[src/rtl/instr_queue_if.sv]
// Fetch-to-decode handshake bundle for instr_queue: push side (in_*) and pop side (out_*).
// The master modport is the fetch/decode environment; the slave modport is the queue.
interface instr_queue_if #(
    parameter int unsigned XLEN = 32
);
    logic            in_valid;
    logic            in_ready;
    logic [XLEN-1:0] in_instr;
    logic [XLEN-1:0] in_pc;
    logic            out_valid;
    logic            out_ready;
    logic [XLEN-1:0] out_instr;
    logic [XLEN-1:0] out_pc;

    modport master (
        output in_valid,
        output in_instr,
        output in_pc,
        output out_ready,
        input  in_ready,
        input  out_valid,
        input  out_instr,
        input  out_pc
    );

    modport slave (
        input  in_valid,
        input  in_instr,
        input  in_pc,
        input  out_ready,
        output in_ready,
        output out_valid,
        output out_instr,
        output out_pc
    );
endinterface

[src/rtl/instr_queue.sv]
// Power-of-two circular instruction queue between fetch and decode.
// It supports a one-cycle flush, a global freeze (rdy_in), and occupancy/almost-full outputs.
module instr_queue #(
    parameter int unsigned XLEN       = 32,
    parameter int unsigned DEPTH_LOG2 = 4,
    parameter int unsigned AF_MARGIN  = 2
) (
    input  logic                  clk_in,
    input  logic                  rst_in,
    input  logic                  rdy_in,
    input  logic                  flush_in,
    instr_queue_if.slave          bus,
    output logic [DEPTH_LOG2:0]   count_out,
    output logic                  almost_full
);
    localparam int unsigned DEPTH = 1 << DEPTH_LOG2;
    localparam int unsigned CNT_W = DEPTH_LOG2 + 1;
    localparam logic [CNT_W-1:0] FULL_LEVEL = CNT_W'(DEPTH);
    localparam logic [CNT_W-1:0] AF_LEVEL   = CNT_W'(DEPTH - AF_MARGIN);

    logic [XLEN-1:0]       instr_mem [DEPTH];
    logic [XLEN-1:0]       pc_mem    [DEPTH];
    logic [DEPTH_LOG2-1:0] head_q;
    logic [DEPTH_LOG2-1:0] tail_q;
    logic [CNT_W-1:0]      count_q;

    logic full;
    logic empty;
    logic push;
    logic pop;

    always_comb begin
        full  = (count_q == FULL_LEVEL);
        empty = (count_q == '0);
    end

    // Handshake outputs depend only on registered state and rdy_in.
    always_comb begin
        bus.in_ready  = rdy_in & ~full;
        bus.out_valid = rdy_in & ~empty;
        bus.out_instr = '0;
        bus.out_pc    = '0;
        if (bus.out_valid) begin
            bus.out_instr = instr_mem[head_q];
            bus.out_pc    = pc_mem[head_q];
        end
        count_out   = count_q;
        almost_full = (count_q >= AF_LEVEL);
    end

    always_comb begin
        push = bus.in_valid  & bus.in_ready;
        pop  = bus.out_valid & bus.out_ready;
    end

    always_ff @(posedge clk_in or negedge rst_in) begin
        if (!rst_in) begin
            head_q  <= '0;
            tail_q  <= '0;
            count_q <= '0;
        end else if (rdy_in) begin
            if (flush_in) begin
                head_q  <= '0;
                tail_q  <= '0;
                count_q <= '0;
            end else begin
                if (push) begin
                    tail_q <= tail_q + 1'b1;
                end
                if (pop) begin
                    head_q <= head_q + 1'b1;
                end
                count_q <= count_q + CNT_W'(push) - CNT_W'(pop);
            end
        end
    end

    // Storage needs no reset: entries are only visible once counted.
    always_ff @(posedge clk_in) begin
        if (rdy_in && !flush_in && push) begin
            instr_mem[tail_q] <= bus.in_instr;
            pc_mem[tail_q]    <= bus.in_pc;
        end
    end

    assert property (@(posedge clk_in) disable iff (!rst_in) count_q <= FULL_LEVEL);

endmodule
[src/flat_wrapper.sv]
// flat-port wrapper written by rule: the top's interface ports become plain ports
module instr_queue_flat 
#(
    parameter int unsigned XLEN       = 32,
    parameter int unsigned DEPTH_LOG2 = 4,
    parameter int unsigned AF_MARGIN  = 2
)
  (clk_in, rst_in, rdy_in, flush_in, count_out, almost_full, bus_in_valid, bus_in_instr, bus_in_pc, bus_out_ready, bus_in_ready, bus_out_valid, bus_out_instr, bus_out_pc);
  instr_queue_if #(.XLEN(XLEN)) bus_i ();
  input  logic clk_in;
  input  logic rst_in;
  input  logic rdy_in;
  input  logic flush_in;
  output logic [DEPTH_LOG2:0] count_out;
  output logic almost_full;
  input wire logic [$bits(bus_i.in_valid)-1:0] bus_in_valid;
  input wire logic [$bits(bus_i.in_instr)-1:0] bus_in_instr;
  input wire logic [$bits(bus_i.in_pc)-1:0] bus_in_pc;
  input wire logic [$bits(bus_i.out_ready)-1:0] bus_out_ready;
  output wire logic [$bits(bus_i.in_ready)-1:0] bus_in_ready;
  output wire logic [$bits(bus_i.out_valid)-1:0] bus_out_valid;
  output wire logic [$bits(bus_i.out_instr)-1:0] bus_out_instr;
  output wire logic [$bits(bus_i.out_pc)-1:0] bus_out_pc;
  assign bus_i.in_valid = bus_in_valid;
  assign bus_i.in_instr = bus_in_instr;
  assign bus_i.in_pc = bus_in_pc;
  assign bus_i.out_ready = bus_out_ready;
  assign bus_in_ready = bus_i.in_ready;
  assign bus_out_valid = bus_i.out_valid;
  assign bus_out_instr = bus_i.out_instr;
  assign bus_out_pc = bus_i.out_pc;
  instr_queue #(.XLEN(XLEN), .DEPTH_LOG2(DEPTH_LOG2), .AF_MARGIN(AF_MARGIN)) u_core (.clk_in(clk_in), .rst_in(rst_in), .rdy_in(rdy_in), .flush_in(flush_in), .bus(bus_i), .count_out(count_out), .almost_full(almost_full));
endmodule
[config.mk]
export PLATFORM = sky130hd
export DESIGN_NAME = instr_queue_flat
export DESIGN_NICKNAME = d
export VERILOG_FILES = /design/src/rtl/instr_queue_if.sv /design/src/rtl/instr_queue.sv /design/src/flat_wrapper.sv
export SDC_FILE = /design/constraint.sdc
export NUM_CORES = 1
export LEC_CHECK = 0
export CAP_MARGIN = 30
export CORE_ASPECT_RATIO = 1.1
export CORE_MARGIN = 3
export CORE_UTILIZATION = 65
export DETAILED_ROUTE_END_ITERATION = 6
export PLACE_DENSITY = 0.88
export SLEW_MARGIN = 25
export SYNTH_ARGS = -nofsm -noshare
export SYNTH_HDL_FRONTEND = slang
export SYNTH_SLANG_ARGS = --single-unit
[constraint.sdc]
create_clock -name clk_in -period 15.3 [get_ports clk_in]
set_input_delay 1.53 -clock clk_in [delete_from_list [all_inputs] [get_ports clk_in]]
set_output_delay 1.53 -clock clk_in [all_outputs]
set_load 0.02 [all_outputs]
After elaboration in Yosys (flattened, before gate mapping)
Memories as Yosys holds them, arrays and structs flattened.
Cells that the tools add are included.
{ "word_totals": {"reg_bits": 13, "latchBits": 0, "ram_bits": 1024, "romBits": 0, "input_bits": 70, "out_inout_bits": 72, "wordCells": 34, "mem_count": 2} }
{ "memory_table": {"columns": ["memory", "words", "width", "rd", "rd_clocked_by_memory_dff", "wr", "line_no", "source"], "rows": [
  ["u_core.instr_mem", 16, 32, 1, 0, 1, "instr_queue.sv:21", "logic [XLEN-1:0] instr_mem [DEPTH];"],
  ["u_core.pc_mem", 16, 32, 1, 0, 1, "instr_queue.sv:22", "logic [XLEN-1:0] pc_mem [DEPTH];"]
]} }
{ "classes": {"add_sub_neg": 4, "n_mul": 0, "div": 0, "order_cmp": 1, "eq_ne": 1, "n_shift": 0, "mux": 9, "bitwise": 6, "n_reduce_logical": 8} }
{ "op_table": {"columns": ["op", "n"], "rows": [
  ["32-bit two-way mux", 2],
  ["4-bit two-way mux", 4],
  ["4-bit by 1-bit adder with 4-bit output (second input constant)", 2],
  ["5-bit by 1-bit adder with 5-bit output", 1],
  ["5-bit == test (second input constant)", 1],
  ["5-bit by 4-bit greater-or-equal comparator with 1-bit output (second input constant)", 1],
  ["5-bit zero test", 1],
  ["5-bit two-way mux", 1],
  ["5-bit by 1-bit subtractor with 5-bit output", 1],
  ["1-bit AND", 4],
  ["2-bit AND reduction", 2],
  ["2-bit nonzero test", 2],
  ["1-bit logical AND", 2],
  ["1-bit two-way mux", 2],
  ["1-bit inverter", 2],
  ["1-bit zero test", 1]
]} }

Longest topological paths before layout
{ "logic_depth": {"ltp_word": 7, "depth_mapped": 14, "depth_no_buf": 14} }

Worst setup path after synthesis
No wires, ideal clock.
{ "synth_timing": {"path_type": "input -> register", "from": "in rdy_in", "to": "mem u_core.instr_mem[3][0] (enable)", "setup_time_ns": 0.565, "arrival_time_ns": 6.719, "required_time_ns": 14.735, "slack_ns": 8.017, "cell_stages": 5, "n_path_buf": 1, "cell_sequence": "clkbuf_1 > nand2_1 > nor3_1 > nand2_1 > nor3_1"} }
{ "synth_via": {"elab_chain_cells": 5, "word_cells_on_any_way": 6, "classes_between": "mux (2); bitwise (2); reduce/logical (2)"} }
{ "synth_rtl": {"columns": ["element", "line_no", "source"], "rows": [
  ["start: declaration", "flat_wrapper.sv:12", "input logic rdy_in;"],
  ["1-bit AND", "instr_queue.sv:39", "bus.in_ready = rdy_in & ~full;"],
  ["1-bit AND", "instr_queue.sv:52", "push = bus.in_valid & bus.in_ready;"],
  ["1-bit logical AND (*)", "instr_queue.sv:80", "if (rdy_in && !flush_in && push) begin"],
  ["1-bit two-way mux (*)", "instr_queue.sv:80", null],
  ["1-bit two-way mux (not written as such) (*)", "instr_queue.sv:81", "instr_mem[tail_q] <= bus.in_instr;"],
  ["end: declaration", "instr_queue.sv:21", null]
]} }
Every way passes the cells marked *; elsewhere a longest branch is shown, timed or not.

Final worst setup path
{ "layout_timing": {"from": "in rdy_in", "to": "out bus_out_instr[24]"} }
{ "layout_via": {"elab_chain_cells": 2} }
{ "layout_rtl": {"columns": ["element", "line_no", "source"], "rows": [
  ["1-bit AND", "instr_queue.sv:40", "bus.out_valid = rdy_in & ~empty;"],
  ["32-bit two-way mux", "instr_queue.sv:43", "if (bus.out_valid) begin"],
  ["end: declaration", "flat_wrapper.sv:22", "output wire logic [$bits(bus_i.out_instr)-1:0] bus_out_instr;"]
]} }
No other way between the ends.

==> run summary <==
first-pass GRT wire length = 143 mm
chip width = 242 µm
switch share = 27.3%
Final Skew = 0.0264 ns
Post-synth EDFFs = 1024
routability cong. = 0.788
DRT iter0 DRCs = 3026
Max Clk Rate = 151 MHz
DR pass1 iterations = 7
syn nets = 1796
Vias = 19900
# IOs = 142
combinational share of power = 20.9%
H-Tree Depth = 3
number of port buffers = 141
Synth async-reset ratio = 1.25%
CTS root buf = clkbuf_16
Critical R2R Capture = u_core.instr_mem[6][17]
Syn-to-layout area delta = 13.8%
GRT overflow = 0
routed wire length = 97.0 mm
final net count = 1970
initial core utilization = 66.1%
Worst slew margin = 28.0%
Reg area = 31100 µm²
sum of negative setup slack = 0 ns
HP Class = flip-flop to flip-flop
die footprint = 64300 µm²
Clock transition at path regs = 0.07 ns
setup violators final = 0
CTS tree = yes
unrepaired setup endpoints after global routing = no
largest net degree at the start of global routing = 138
Max clock buf depth = 3
Seq/Total Area, Yosys = 78.1%
total CTS buffers = 93
CTS Sinks = 1037
Syn. warnings = 0
Die Ht = 266 µm
R2R Setup Slk = 11.37 ns
initial antenna violation count = 8
Worst VDD drop = 0.115 mV
Final Cycle Share = 43.3%
post-CTS setup buffers = 0
WP data required = 13.77 ns
Worst-Margin Slew = 1.08 ns
Core Util, Final = 75.2%
Clock Latency Late Sink = 0.66 ns
hold_buf cts = 0
Routed Antenna Nets = 0
CTS resizes = 0
DR vias/cell = 7.14
Slew Viols, Final = 0
synthesized area = 39800 µm²
Reg2Reg Launch Point = u_core.count_out[2]
layout cells sized above 1 = 23.5%
Routed WL per cell = 34.8 µm
Multi-input gate area = 8300 µm²
Netlist cell types = 40
Non-Filler Instances = 2788
Tot GR Track Use = 30.7%
R2R depth = 7
fin crit period = 6.63 ns
Reg power frac = 46.2%
Worst Hold Slack = 0.639 ns
CP startpoint kind = primary input
syn avg cell area = 23.3 µm²
HP Start = u_core.count_out[3]
# rows = 94
Hold Crit Depth = 2
main flop type after synthesis = edfxtp_1
detailed placement HPWL = 46.3 mm
placed insts = 2604
hold path endpoint = u_core.count_out[3]
core area = 60200 µm²
#FFs+latches synth = 1037
FILL cells = 2920
Pint = 5.12 mW
Sw Pwr = 1.92 mW
Clk pwr share = 32.9%
vias in the first global route = 20500
CP Class = primary input to output port
areal power density over the cells = 155 nW/µm²
Final Hold Vio Count = 0
P_leak = 13.6 nW
failing checks = design-rule violations
DR DRC count = 2
Crit. End Element = output port
max_cap viols = 0
Critical Path AT = 5.10 ns
status = finished, violations left
Syn Inst Count = 1711
crit-path max FO = 49
placed cells by master (no fill, tap or decap), drive strengths merged, types with 15 or more instances in the layout:
master / synthesis / final
clkbuf: 34 / 114
nor2: 17 / 17
mux4: 256 / 256
mux2i: 65 / 65
nand2: 15 / 15
buf: 65 / 37
clkinv: 2 / 42
o31ai: 52 / 52
inv: 14 / 20
edfxtp: 1024 / 1024
a211oi: 28 / 28
clkdlybuf4s50: 0 / 141
a22oi: 49 / 49
critical path, stage by stage:
cell             delay [ns]
clkdlybuf4s50_1        0.84
clkinv_1               0.48
nor4b_4                0.35
buf_4                  0.68
a22oi_1                0.25
o31ai_1                0.17
clkdlybuf4s50_1        0.72
synth_stat cells, drive strengths merged, types with 4 or more instances:
cell | instances | area [µm²]
mux2i | 65 | 651
a22oi | 49 | 418
ha | 14 | 175
nand3 | 5 | 25.0
clkbuf | 34 | 128
nor2b | 14 | 87.6
o31ai | 52 | 390
edfxtp | 1024 | 30700
a211oi | 28 | 210
a21oi | 4 | 20.0
xnor2 | 4 | 35.0
buf | 65 | 375
dfrtp | 13 | 325
nand2 | 15 | 56.3
nand2b | 6 | 37.5
inv | 14 | 52.6
nor3 | 6 | 30.0
nor2 | 17 | 63.8
mux4 | 256 | 5770
metrics by stage:
step           setup slack (ns)  area (µm²)  power [mW]
2_1_floorplan              8.02       39800        4.25
3_3_place_gp               9.09       42100        4.67
3_5_place_dp               8.91       42200        4.73
4_1_cts                    8.75       45200        7.05
5_1_grt                    8.56       45300        7.23
6_report                   8.67       45300        7.04
registers in the layout, summed over array words and instances, names as in the netlist:
signal and cells:
u_core.count_out 5, u_core.head_q 4, u_core.instr_mem 512, u_core.pc_mem 512, u_core.tail_q 4
logic make-up after synthesis:
logic type,count (synthesis),synth area share (%)
AO/OA/AOI/OAI,150,2.91
XOR/XNOR,4,0.0880
adder cells (fa/ha/maj),15,0.490
buffers and inverters,115,1.41
flip-flops,1037,78.1
multiplexers,321,16.1
AND/OR/NAND/NOR,69,0.921
how the worst max path moves through the flow:
stage / startpoint / end / slack (ns) / cells after the start
2_1_floorplan: rdy_in / u_core.instr_mem[3][0] / 8.02 / 5
3_3_place_gp: u_core.head_q[0] / bus_out_instr[3] / 9.09 / 6
3_5_place_dp: rdy_in / bus_out_instr[23] / 8.91 / 7
4_1_cts: rdy_in / bus_out_instr[24] / 8.75 / 7
5_1_grt: u_core.head_q[0] / bus_out_instr[3] / 8.56 / 7
6_report: rdy_in / bus_out_instr[24] / 8.67 / 7
per-layer routing:
metal	vias to the layer above	part of all wire [%]	track usage (%)
met4	2	4.5	13.7
met1	10400	35	40.9
met3	267	8.6	5.01
li1	7694	-	-
met2	1517	52	51.5
met5	-	0.013	0
power groups by stage:
stage | clock network, mW | logic [mW] | registers (mW)
CTS | 2.33 | 1.47 | 3.25
floorplan | 0 | 0.965 | 3.28
detailed placement | 0 | 1.42 | 3.31
global placement | 0 | 1.37 | 3.30
finish | 2.31 | 1.47 | 3.25
global route | 2.42 | 1.55 | 3.26
layout make-up:
class | instances | area share, %
Inverter | 16 | 0.133
Clock inverter | 61 | 1.20
Timing Repair Buffer | 178 | 4.02
Sequential cell | 1037 | 68.6
Antenna cell | 7 | 0.0387
Tap cell | 816 | 2.25
Multi-Input combinational cell | 559 | 18.3
Clock buffer | 114 | 5.38
No activity file was read; power rests on OpenSTA's default activity.
